**src/rtl/hssaer_tx_arbiter_pkg.sv**
```systemverilog
// Shared types and helpers for the HSSAER transmit-lane arbiter.
// Holds the FSM state enum, the index-width function and the tag inserter.
package hssaer_pkg;

  localparam int MAX_EV_W = 64;

  typedef enum logic [1:0] {
    IDLE = 2'd0,
    SEND = 2'd1,
    KA   = 2'd2
  } state_t;

  function automatic int ch_w(input int n);
    return (n <= 1) ? 1 : $clog2(n);
  endfunction

  // Overwrites ev[dsize-1 -: tag_w] with the low tag_w bits of idx.
  function automatic logic [MAX_EV_W-1:0] tag_event(
    input logic [MAX_EV_W-1:0] ev,
    input int                  dsize,
    input int                  tag_w,
    input int                  idx
  );
    logic [MAX_EV_W-1:0] r;
    r = ev;
    for (int b = 0; b < 8; b++) begin
      if (b < tag_w) r[dsize - tag_w + b] = idx[b];
    end
    return r;
  endfunction

endpackage

```
**src/rtl/hssaer_tx_arbiter_if.sv**
```systemverilog
// Requester-side and lane-side handshake bundle of the TX arbiter.
// master = the arbiter, slave = the FIFOs plus TX wrapper around it.
interface hssaer_tx_arbiter_if #(
  parameter int N_CH      = 4,
  parameter int int_dsize = 24
);
  logic [N_CH*int_dsize-1:0] req_ae;
  logic [N_CH-1:0]           req_src_rdy;
  logic [N_CH-1:0]           req_dst_rdy;
  logic [int_dsize-1:0]      tx_ae;
  logic                      tx_src_rdy;
  logic                      tx_dst_rdy;
  logic                      tx_keep_alive;

  modport master (
    input  req_ae, req_src_rdy, tx_dst_rdy,
    output req_dst_rdy, tx_ae, tx_src_rdy, tx_keep_alive
  );

  modport slave (
    output req_ae, req_src_rdy, tx_dst_rdy,
    input  req_dst_rdy, tx_ae, tx_src_rdy, tx_keep_alive
  );
endinterface

```
**src/rtl/hssaer_tx_arbiter_rr_arbiter.sv**
```systemverilog
// Combinational round-robin picker: first set request after ptr, wrapping.
// N_CH is a power of two, so the wrap is plain truncation of ptr + k.
module rr_arbiter
  import hssaer_pkg::*;
#(
  parameter  int N_CH = 4,
  localparam int CH_W = ch_w(N_CH)
) (
  input  logic [N_CH-1:0] req,
  input  logic [CH_W-1:0] ptr,
  output logic [N_CH-1:0] grant,
  output logic [CH_W-1:0] grant_idx,
  output logic            valid
);

  logic [CH_W-1:0] cand;

  always_comb begin
    // NOTE: every always_comb output gets a default first so no path can infer a latch.
    grant     = '0;
    grant_idx = '0;
    valid     = 1'b0;
    cand      = '0;
    for (int k = 1; k <= N_CH; k++) begin
      cand = ptr + CH_W'(k);
      if (!valid && req[cand]) begin
        valid     = 1'b1;
        grant_idx = cand;
      end
    end
    if (valid) grant = N_CH'(1) << grant_idx;
  end

endmodule

```
**src/rtl/hssaer_tx_arbiter.sv**
```systemverilog
// Round-robin scheduler sharing one HSSAER/PAER TX lane between N_CH sources,
// with a 1-entry output register, optional source tagging and idle keep-alive.
module hssaer_tx_arbiter
  import hssaer_pkg::*;
#(
  parameter  int N_CH      = 4,
  parameter  int dsize     = 8,
  parameter  int int_dsize = 24,
  parameter  int TAG_EN    = 1,
  parameter  int KA_W      = 16,
  localparam int CH_W      = ch_w(N_CH)
) (
  input  logic                   clk,
  input  logic                   rst,
  input  logic [N_CH-1:0]        ch_en,
  input  logic [KA_W-1:0]        ka_period,
  hssaer_tx_arbiter_if.master    bus,
  output logic [CH_W-1:0]        grant_id,
  output logic                   busy
);

  state_t              state_q, state_d;
  logic [CH_W-1:0]     ptr_q;
  logic [KA_W-1:0]     idle_cnt_q;

  logic [N_CH-1:0]     eligible;
  logic                out_free;
  logic                arb_en;
  logic                do_grant;
  logic                ka_hit;
  logic [N_CH-1:0]     win_vec;
  logic [CH_W-1:0]     win_idx;
  logic                win_valid;
  logic [int_dsize-1:0] sel_ae;
  logic [MAX_EV_W-1:0]  tagged_full;
  logic [int_dsize-1:0] next_ae;

  assign eligible = bus.req_src_rdy & ch_en;
  assign out_free = !bus.tx_src_rdy || bus.tx_dst_rdy;
  // Reset gates the pop strobe so a FIFO never loses an event to a reset cycle.
  assign arb_en   = out_free && (state_q != KA) && !rst;
  assign do_grant = arb_en && win_valid;

  rr_arbiter #(.N_CH(N_CH)) u_rr (
    .req       (eligible),
    .ptr       (ptr_q),
    .grant     (win_vec),
    .grant_idx (win_idx),
    .valid     (win_valid)
  );

  assign bus.req_dst_rdy = do_grant ? win_vec : '0;

  always_comb begin
    sel_ae      = bus.req_ae[win_idx*int_dsize +: int_dsize];
    tagged_full = MAX_EV_W'(sel_ae);
    if (TAG_EN != 0) tagged_full = tag_event(tagged_full, dsize, CH_W, int'(win_idx));
    next_ae     = tagged_full[int_dsize-1:0];
  end

  assign ka_hit = (state_q == IDLE) && (ka_period != '0) &&
                  (idle_cnt_q == ka_period - KA_W'(1));

  always_comb begin
    state_d = state_q;
    unique case (state_q)
      IDLE: begin
        if (do_grant)    state_d = SEND;
        else if (ka_hit) state_d = KA;
      end
      SEND: begin
        if (bus.tx_dst_rdy) state_d = do_grant ? SEND : IDLE;
      end
      KA:      state_d = IDLE;
      default: state_d = IDLE;
    endcase
  end

  always_ff @(posedge clk) begin
    // NOTE: sequential state uses non-blocking assignments so every flop sees pre-edge values.
    if (rst) begin
      state_q           <= IDLE;
      ptr_q             <= CH_W'(N_CH - 1);
      idle_cnt_q        <= '0;
      bus.tx_src_rdy    <= 1'b0;
      bus.tx_ae         <= '0;
      bus.tx_keep_alive <= 1'b0;
      grant_id          <= '0;
    end else begin
      state_q           <= state_d;
      bus.tx_keep_alive <= (state_d == KA);

      if (do_grant) begin
        bus.tx_ae      <= next_ae;
        bus.tx_src_rdy <= 1'b1;
        grant_id       <= win_idx;
        ptr_q          <= win_idx;
      end else if (bus.tx_src_rdy && bus.tx_dst_rdy) begin
        bus.tx_src_rdy <= 1'b0;
      end

      // Saturation keeps a shortened period from firing until the counter is cleared.
      if (do_grant || state_q == KA || ka_period == '0) begin
        idle_cnt_q <= '0;
      end else if (state_q == IDLE && eligible == '0 && idle_cnt_q != '1) begin
        idle_cnt_q <= idle_cnt_q + KA_W'(1);
      end
    end
  end

  assign busy = bus.tx_src_rdy | bus.tx_keep_alive;

endmodule

```
**src/flat_wrapper.sv**
```systemverilog
// flat-port wrapper written by rule: the top's interface ports become plain ports
module hssaer_tx_arbiter_flat import hssaer_pkg::*;
#(
  parameter  int N_CH      = 4,
  parameter  int dsize     = 8,
  parameter  int int_dsize = 24,
  parameter  int TAG_EN    = 1,
  parameter  int KA_W      = 16,
  localparam int CH_W      = ch_w(N_CH)
)
  (clk, rst, ch_en, ka_period, grant_id, busy, bus_req_ae, bus_req_src_rdy, bus_tx_dst_rdy, bus_req_dst_rdy, bus_tx_ae, bus_tx_src_rdy, bus_tx_keep_alive);
  hssaer_tx_arbiter_if #(.N_CH(N_CH), .int_dsize(int_dsize)) bus_i ();
  input  logic clk;
  input  logic rst;
  input  logic [N_CH-1:0] ch_en;
  input  logic [KA_W-1:0] ka_period;
  output logic [CH_W-1:0] grant_id;
  output logic busy;
  input wire logic [$bits(bus_i.req_ae)-1:0] bus_req_ae;
  input wire logic [$bits(bus_i.req_src_rdy)-1:0] bus_req_src_rdy;
  input wire logic [$bits(bus_i.tx_dst_rdy)-1:0] bus_tx_dst_rdy;
  output wire logic [$bits(bus_i.req_dst_rdy)-1:0] bus_req_dst_rdy;
  output wire logic [$bits(bus_i.tx_ae)-1:0] bus_tx_ae;
  output wire logic [$bits(bus_i.tx_src_rdy)-1:0] bus_tx_src_rdy;
  output wire logic [$bits(bus_i.tx_keep_alive)-1:0] bus_tx_keep_alive;
  assign bus_i.req_ae = bus_req_ae;
  assign bus_i.req_src_rdy = bus_req_src_rdy;
  assign bus_i.tx_dst_rdy = bus_tx_dst_rdy;
  assign bus_req_dst_rdy = bus_i.req_dst_rdy;
  assign bus_tx_ae = bus_i.tx_ae;
  assign bus_tx_src_rdy = bus_i.tx_src_rdy;
  assign bus_tx_keep_alive = bus_i.tx_keep_alive;
  hssaer_tx_arbiter #(.N_CH(N_CH), .dsize(dsize), .int_dsize(int_dsize), .TAG_EN(TAG_EN), .KA_W(KA_W)) u_core (.clk(clk), .rst(rst), .ch_en(ch_en), .ka_period(ka_period), .bus(bus_i), .grant_id(grant_id), .busy(busy));
endmodule
```
**config.mk**
```make
export PLATFORM = sky130hd
export DESIGN_NAME = hssaer_tx_arbiter_flat
export DESIGN_NICKNAME = d
export VERILOG_FILES = /design/src/rtl/hssaer_tx_arbiter_pkg.sv /design/src/rtl/hssaer_tx_arbiter_if.sv /design/src/rtl/hssaer_tx_arbiter_rr_arbiter.sv /design/src/rtl/hssaer_tx_arbiter.sv /design/src/flat_wrapper.sv
export SDC_FILE = /design/constraint.sdc
export NUM_CORES = 1
export LEC_CHECK = 0
export CORE_MARGIN = 2
export CORE_UTILIZATION = 45
export CTS_CLUSTER_DIAMETER = 150
export DETAILED_ROUTE_END_ITERATION = 7
export PLACE_DENSITY = 0.89
export SYNTH_ARGS = -nofsm -noshare
export SYNTH_HDL_FRONTEND = slang
export SYNTH_SLANG_ARGS = --single-unit
```
**constraint.sdc**
```tcl
create_clock -name clk -period 5.2 [get_ports clk]
set_input_delay 0.52 -clock clk [delete_from_list [all_inputs] [get_ports clk]]
set_output_delay 0.52 -clock clk [all_outputs]
set_load 0.05 [all_outputs]
```
==> impl_metrics.py, run 1 <==
metrics = {
    "place": {
        "gp_congestion": 0.850,
        "post_dp_cell_area_um2": 4750,
        "dp_hpwl_um": 7480,
        "place_ws_ns": 1.53,
        "io_buffers": 147,
    },
    "routing": {
        "drt_iter0_markers": 142,
        "wl_per_cell_um": 15.7,
        "drc": 0,
        "via_per_inst": 5.44,
        "first_pass_iters": 4,
        "vias": 3261,
        "ant_nets": 0,
        "drt-total-wl_um": 9390,
    },
    "pwr": {
        "vdd_drop_max_v": 0.000186,
        "total_power_w": 0.00113,
        "p_leak_nw": 1.71,
        "power.density_nw_per_um2": 234,
    },
    "cts": {
        "cts_resized": 0,
        "htree_num_levels": 2,
        "cts_tree": "yes",
        "cts_buffers": 5,
        "insertion_delay_ns": 0.29,
        "cts_buffer_depth": 2,
        "cts.sinks": 46,
        "clkTransAtPathRegs_ns": 0.08,
        "cts_root_buf": "clkbuf_8",
        "post_cts_buffers": 0,
        "hold_buffers": 0,
    },
    "yosys": {
        "synth.cell_area_um2": 3230,
        "ys.flop_type": "dfxtp_1",
        "synthCells": 370,
        "synth-async-reset-ratio": 0,
        "postSynthAreaPerCell_um2": 8.72,
        "yosysSeqAreaShare": 0.285,
        "synthesis.nets": 495,
        "yosysUniqueCellTypes": 54,
        "synth_edf_count": 0,
        "ys_ff_latch": 46,
        "synth_warnings": 0,
    },
    "timing": {
        "hold_viol_final": 0,
        "fin_tns_setup_ns": 0,
        "post-route-period-util": 0.715,
        "fin_crit_ns": 3.72,
        "rsz0062_at_grt": "false",
        "tightest_slew_ns": 0.907,
        "finalSetupViolations": 0,
        "slew_violations": 0,
        "finClkSkew_ns": 0.00582,
        "slew_headroom": 0.395,
        "setup_ws_ns": 1.48,
        "fmax_ghz": 0.269,
    },
    "floorplanning": {
        "die-area_um2": 7870,
        "die_h_um": 88.7,
        "core-area_um2": 6870,
        "start_util": 0.470,
        "io_pins": 156,
        "row_count": 30,
        "die_w_um": 88.7,
    },
    "worst_setup_path": {
        "r2r_start": "u_core.idle_cnt_q[0]",
        "cp-end-kind": "primary output",
        "start_kind": "primary input",
        "arrival_ns": 3.20,
        "r2r_setup_slack_ns": 2.88,
        "crit_start": "bus_req_src_rdy[1]",
        "cp_max_fo": 7,
        "crit_type": "primary input to primary output",
        "worstPathRequired_ns": 4.68,
        "r2r_end": "u_core.idle_cnt_q[12]",
        "r2r_cells": 6,
    },
    "finish": {
        "final_cell_mix": "clkdlybuf4s50_1, mux2i_1, dfxtp_1",
        "nets": 628,
        "antenna_cells": 0,
        "final_util": 0.703,
        "layout-drive-gt1-share": 0.0794,
        "final_common_cell": "clkdlybuf4s50_1",
        "syn_to_final_growth_pct": 49.7,
        "final_area_um2": 4830,
    },
    "grt": {
        "antenna_found_initial": 0,
        "grt_max_degree": 48,
        "gr-usage-all-layers": 0.222,
        "gr-total-overflow": 0,
        "first_global_vias": 3003,
        "grt_first_pass_wirelength_um": 13800,
    },
    "worst_hold_path": {
        "hold_depth": 2,
        "hp-start": "u_core.bus.tx_ae[8]",
        "hp-class": "register to register",
        "hold_end": "u_core.bus.tx_ae[8]",
    },
    "run": {
        "cap_violations": 0,
    },
    "status": {
        "status": "completed",
    },
}
-- synth_stat cells, types with 6 or more instances --
cell | count | area share
dfxtp_1 | 46 | 0.29
mux2i_1 | 46 | 0.14
nor2_1 | 33 | 0.038
o21ai_1 | 24 | 0.037
nand3b_1 | 23 | 0.053
mux2_2 | 22 | 0.077
nand2_1 | 18 | 0.021
xnor2_1 | 18 | 0.049
xor2_1 | 17 | 0.046
clkbuf_1 | 13 | 0.015
nand4_1 | 10 | 0.019
a21oi_1 | 8 | 0.012
and3_1 | 6 | 0.012
buf_2 | 6 | 0.0093
nor4_1 | 6 | 0.012
-- worst max-delay path by stage --
stage | depth (start not counted) | to | slack [ns]
final | 7 | bus_req_dst_rdy[3] | 1.48
after global routing | 7 | bus_req_dst_rdy[3] | 1.39
after CTS | 7 | bus_req_dst_rdy[3] | 1.54
after detailed placement | 7 | bus_req_dst_rdy[3] | 1.53
after global placement | 7 | bus_req_dst_rdy[3] | 1.53
after floorplan | 7 | bus_req_dst_rdy[0] | 2.10
-- report_power, final --
group,leakage [nW],internal (W),total [W],switching (W)
combinational,1.28,0.000237,0.000509,0.000271
sequential,0.377,0.000387,0.000409,0.0000220
clock,0.0452,0.0000950,0.000215,0.000120
total,1.70,0.000720,0.00113,0.000413
-- registers in the layout (all words and copies together) (netlist names) --
| register | flops |
|---|---|
| u_core.idle_cnt_q | 16 |
| u_core.state_q | 2 |
| u_core.grant_id | 1 |
| u_core.bus.tx_keep_alive | 1 |
| u_core.bus.tx_src_rdy | 1 |
| u_core.ptr_q | 2 |
| u_core.bus.tx_ae | 23 |
-- per-stage QoR --
step           cells  hold slack, ns
5_1_grt          600           0.495
3_5_place_dp     592           0.464
2_1_floorplan    370           0.457
6_report         600           0.479
3_3_place_gp     592           0.461
4_1_cts          600           0.480
-- area by class of cell --
class                           instances  area [µm²]
Clock buffer                            6        72.6
Timing Repair Buffer                  151        1500
Tap cell                               96         120
Fill cell                             559        2040
Multi-Input combinational cell        294        2180
Inverter                                5        18.8
Sequential cell                        46         921
Clock inverter                          2        13.8
-- kinds of logic (layout without fill, tap and decap cells) --
| group | count (synthesis) | after routing | synth area share |
|---|---|---|---|
| compound gates | 59 | 59 | 0.119 |
| xor+xnor | 35 | 35 | 0.0950 |
| fa+ha+maj | 2 | 2 | 0.00775 |
| buf+inv | 30 | 164 | 0.0438 |
| flops | 46 | 46 | 0.285 |
| mux | 68 | 68 | 0.219 |
| simple gates | 130 | 130 | 0.230 |
-- critical path, cell delays in order --
cell and delay, ns:
clkdlybuf4s50_1 0.48, a22o_1 0.23, o21ai_1 0.15, a211oi_1 0.67, nand2_1 0.19, nor2_1 0.13
clkdlybuf4s50_1 0.83
-- layer usage --
| metal | global-route usage | wire length, µm | vias up |
|---|---|---|---|
| li1 | - | - | 1620 |
| met1 | 0.247 | 3760 | 1527 |
| met2 | 0.434 | 4870 | 106 |
| met3 | 0.0420 | 696 | 8 |
| met4 | 0.0455 | 63 | 0 |
| met5 | 0 | 0 | - |
(Power assumes the default switching activity.)
==> inputs of run 2 (changes only) <==
--- a/config.mk
+++ b/config.mk
@@ -6,10 +6,10 @@
 export NUM_CORES = 1
 export LEC_CHECK = 0
 export CORE_MARGIN = 2
-export CORE_UTILIZATION = 45
+export CORE_UTILIZATION = 37
 export CTS_CLUSTER_DIAMETER = 150
 export DETAILED_ROUTE_END_ITERATION = 7
-export PLACE_DENSITY = 0.89
+export PLACE_DENSITY = 0.78
 export SYNTH_ARGS = -nofsm -noshare
 export SYNTH_HDL_FRONTEND = slang
 export SYNTH_SLANG_ARGS = --single-unit
==> constraint.sdc (replaced) <==
create_clock -name clk -period 3.4 [get_ports clk]
set_input_delay 0.34 -clock clk [delete_from_list [all_inputs] [get_ports clk]]
set_output_delay 0.34 -clock clk [all_outputs]
set_load 0.05 [all_outputs]
==> impl_metrics.py, run 2 (same netlist as run 1, synthesis figures left out) <==
metrics = {
    "status": {
        "status": "completed",
    },
    "routing": {
        "drc": 0,
        "drt_iter0_markers": 96,
        "wl_per_cell_um": 16.1,
        "ant_nets": 0,
        "drt-total-wl_um": 9870,
        "vias": 3260,
        "via_per_inst": 5.31,
        "first_pass_iters": 4,
    },
    "timing": {
        "rsz0062_at_grt": "false",
        "hold_viol_final": 0,
        "slew_violations": 0,
        "finClkSkew_ns": 0.0131,
        "tightest_slew_ns": 0.868,
        "hold_ws_ns": 0.479,
        "finalSetupViolations": 0,
        "slew_headroom": 0.418,
        "post-route-period-util": 0.849,
        "fin_tns_setup_ns": 0,
        "fin_crit_ns": 2.89,
        "fmax_ghz": 0.346,
    },
    "floorplanning": {
        "die_h_um": 97.4,
        "core-area_um2": 8590,
        "row_count": 34,
        "die_w_um": 97.4,
        "io_pins": 156,
        "die-area_um2": 9490,
        "start_util": 0.376,
    },
    "grt": {
        "grt_first_pass_wirelength_um": 16000,
        "grtUsageMet3": 0.0525,
        "antenna_found_initial": 0,
        "first_global_vias": 3226,
        "top_usage_layer": "met2",
        "grt_max_degree": 45,
        "grtUsageMet1": 0.252,
        "use_met2": 0.354,
        "gr-total-overflow": 0,
        "gr-usage-all-layers": 0.204,
    },
    "finish": {
        "layout-drive-gt1-share": 0.0929,
        "largest_reg_flops": 23,
        "final_area_um2": 4920,
        "nFillCells": 746,
        "final_cell_mix": "clkdlybuf4s50_1, mux2i_1, dfxtp_1",
        "reg_top3": "u_core.bus.tx_ae (23), u_core.idle_cnt_q (16)",
        "syn_to_final_growth_pct": 52.4,
        "final_common_cell": "clkdlybuf4s50_1",
        "nets": 630,
        "largest-register": "u_core.bus.tx_ae",
        "antenna_cells": 0,
    },
    "cts": {
        "clkTransAtPathRegs_ns": 0.09,
        "cts_root_buf": "clkbuf_8",
        "hold_buffers": 0,
        "post_cts_buffers": 0,
        "insertion_delay_ns": 0.30,
        "cts_buffer_depth": 2,
        "cts_buffers": 5,
        "cts_tree": "yes",
        "htree_num_levels": 2,
        "cts_resized": 0,
        "cts.sinks": 46,
    },
    "worst_setup_path": {
        "cp_max_fo": 9,
        "critPathSlowestCell": "or4b_1",
        "cp_slowest_stage_delay_ns": 0.48,
        "cp-end-kind": "register",
        "cp_top_family": "simple AND/OR/NAND/NOR gates",
        "cp_num_buf_inv": 2,
        "arrival_ns": 3.09,
        "crit_chain": "clkdlybuf4s50_1, inv_1, ha_1, or4b_1, or2_1, or3_1, a311oi_1, nand4_1, nor4b_1",
        "crit_type": "primary input to register",
        "start_kind": "primary input",
        "worstPathRequired_ns": 3.60,
    },
    "place": {
        "post_dp_cell_area_um2": 4830,
        "io_buffers": 147,
        "gp_congestion": 0.878,
        "dp_hpwl_um": 7920,
    },
    "run": {
        "cap_violations": 0,
    },
    "worst_hold_path": {
        "hp-class": "register to register",
    },
    "pwr": {
        "vdd_drop_max_v": 0.000162,
        "p_leak_nw": 1.74,
        "power.density_nw_per_um2": 358,
    },
}
==> run 2: path summary, 6_finish.rpt <==
| check | depth (start not counted) | from | endpoint | slack, ns |
|---|---|---|---|---|
| worst min register to register | 2 | u_core.bus.tx_ae[11] | u_core.bus.tx_ae[11] | 0.48 |
| worst max-delay path | 9 | ka_period[0] | u_core.bus.tx_keep_alive | 0.51 |
| worst max register to register | 6 | u_core.ptr_q[0] | u_core.bus.tx_ae[14] | 1.42 |
| worst min-delay path | 2 | u_core.bus.tx_ae[11] | u_core.bus.tx_ae[11] | 0.48 |
==> run 2: metal layers <==
metal,up-vias,routed length [µm]
met1,1526,4310
met2,99,4800
met5,-,0
met3,10,622
li1,1625,-
met4,0,139
==> run 2: worst min-delay path, cell delays in order (launching register included) <==
cell,delay [ns]
dfxtp_1,0.32
nand3b_1,0.07
o21ai_1,0.05
==> run 2: report_power, final <==
part	leakage [nW]	internal [W]	switching (W)	total, W
clock	0.0441	0.000144	0.000186	0.000331
combinational	1.32	0.000376	0.000428	0.000804
sequential	0.377	0.000592	0.0000322	0.000624
total	1.74	0.00111	0.000647	0.00176
==> run 2: final cells by class <==
type                       count  area (µm²)  share of cell area
clock buffer                   5        68.8              0.0140
clock inverter                 3        21.3             0.00432
inverter                       5        18.8             0.00382
multi-input combinational    294        2180               0.444
sequential                    46         921               0.187
tap                          108         135              0.0275
timing repair buffer         153        1570               0.319
==> run 2: per-stage QoR <==
stage	util	power (W)	cells	setup WS, ns
6_report	0.572	0.00176	614	0.513
3_3_place_gp	0.562	0.00143	606	0.366
5_1_grt	0.572	0.00185	614	0.275
4_1_cts	0.572	0.00178	614	0.528
3_5_place_dp	0.562	0.00144	606	0.223
2_1_floorplan	-	0.00111	370	0.659
==> patch: new RTL, settings of run 2 <==
`KA_W` is set to 16 in 2 places; all go to 18.
--- a/src/rtl/hssaer_tx_arbiter.sv
+++ b/src/rtl/hssaer_tx_arbiter.sv
@@ -9,3 +9,3 @@
   parameter  int TAG_EN    = 1,
-  parameter  int KA_W      = 16,
+  parameter  int KA_W      = 18,
   localparam int CH_W      = ch_w(N_CH)
--- a/src/flat_wrapper.sv
+++ b/src/flat_wrapper.sv
@@ -7,3 +7,3 @@
   parameter  int TAG_EN    = 1,
-  parameter  int KA_W      = 16,
+  parameter  int KA_W      = 18,
   localparam int CH_W      = ch_w(N_CH)
Interface: changed (resized ka_period); port bits go from 156 to 158. The function was not compared with the original's and may differ.
==> patch against run 2 <==
Sequential share of layout area shrank 0.13 points. Power grew 1.8%. Sequential cell count grew 2. Setup slack lost 160 ps. First-iteration DRC count shrank 8.3%. Sequential power grew 4.0%. Worst hold slack lost 3.1 ps. Non-clock buffer count grew 6. Synthesized area grew 5.6%. Wire length grew 0.98%. Design area grew 5.1%. Critical path type unchanged.
==> patch: results (changes against run 2) <==
metric,value,unit,change
outcome,"finished, final reports clean",,unchanged
hold-path-endpoint,u_core.state_q[0],,was u_core.bus.tx_ae[11]
biggestRegsByFlops,"u_core.bus.tx_ae: 23 flops, u_core.idle_cnt_q: 18 flops",,"was u_core.bus.tx_ae: 23 flops, u_core.idle_cnt_q: 16 flops"
power.ir.vdd_worst,0.159,mV,was 0.162 mV
syn_nets,523,,was 495
cp_max_fo,6,,was 9
rr_endpoint,u_core.idle_cnt_q[3],,was u_core.bus.tx_ae[14]
grt_first_pass_wirelength,16000,um,about the same
final_layout_size_suffix_gt1_share,10.6,%,was 9.29%
postCtsHoldBufs,0,,unchanged
drt-wirelength-per-cell,15.4,um,was 16.1 um
crit_path_top_delay_cell,or4b_4,,was or4b_1
worst_hold_slack_after_final_layout,476,ps,was 479 ps
met2_routed_wl,5000,um,was 4800 um
placed_area,0.00507,mm^2,was 0.00483 mm^2
comb_cell_power,0.000795,W,was 0.000804 W
reg_to_reg_startpoint,u_core.idle_cnt_q[6],,was u_core.ptr_q[0]
detailedPlacementHpwl,7970,um,was 7920 um
worst_setup_path_endpoint,u_core.bus.tx_keep_alive,,unchanged
preCtsSetupSlack,53.6,ps,was 223 ps
post-route-period-util,89.6,%,was 84.9%
holdPathStages,1,,was 2
post_synthesis_compound_gate_area_fraction,11.8,%,was 11.9%
layout.nets,664,,was 630
grt_util_all_layers,19.3,%,was 20.4%
gp_congestion,0.837,,was 0.878
hp-start,u_core.state_q[1],,was u_core.bus.tx_ae[11]
critical_path.top_delay_family,simple AND/OR/NAND/NOR gates,,unchanged
yosys-top-cells-count,"dfxtp_1, mux2i_1, nor2_1",,unchanged
met1Wirelength,4030,um,was 4310 um
netlist-cell-type-count,56,,was 54
timing_worst_slew_pin_value,750,ps,was 868 ps
power.share.switching,35.2,%,was 36.8%
clockPowerShare,19.4,%,was 18.8%
port_buffers,149,,was 147
r2r_cells,6,,unchanged
p_leak,1.84,nW,was 1.74 nW
critPathLaunch,ka_period[1],,was ka_period[0]
initialDrtViolationCount,88,,was 96
timing.critical_path.slowest_cell_delay,520,ps,was 480 ps
met3WireLength,851,um,was 622 um
vias_per_cell,5.40,,was 5.31
yosys.area_share.adder,0.734,%,was 0.775%
use_met3,4.60,%,was 5.25%
timing.critical_path.arrival,3210,ps,was 3090 ps
synthTopCellsByArea,"dfxtp_1, mux2i_1, mux2_2, nand3b_1, xnor2_1",,unchanged
synth.yosys.seq_area_share,28.2,%,was 28.5%
worst_skew_pair.late_latency,300,ps,about the same
muxShareOfSynthArea,20.8,%,was 21.9%
synthXorXnorAreaFrac,9.25,%,was 9.50%
rrSetupSlack,1060,ps,was 1420 ps
pin_count_of_the_biggest_net_entering_global_routing,49,,was 45
clock_skew,9.00,ps,was 13.1 ps
grt_use_met2,35.9,%,was 35.4%
-- patch: cell types whose count changed after synthesis, moves of 4 or more --
| cell | before | now |
|---|---|---|
| nor4_1 | 6 | 1 |
| nand3_1 | 3 | 11 |
| o21ai_1 | 24 | 0 |
| o21ai_0 | 5 | 28 |
| nor3_1 | 5 | 11 |
| clkbuf_1 | 13 | 17 |
-- patch: final cells by class --
class | count | area [um^2]
Multi-Input combinational cell | 315 | 2330
Clock inverter | 1 | 7.51
Fill cell | 814 | 3900
Timing Repair Buffer | 159 | 1620
Clock buffer | 7 | 86.3
Sequential cell | 48 | 961
Tap cell | 111 | 139
Inverter | 8 | 30.0
-- patch: metrics by stage --
step                utilization [%]  instances  power, W
global route                   57.0        649   0.00188
global placement               56.0        641   0.00144
detailed placement             56.0        641   0.00146
finish                         57.0        649   0.00179
CTS                            57.0        649   0.00181
floorplan                         -        396   0.00112
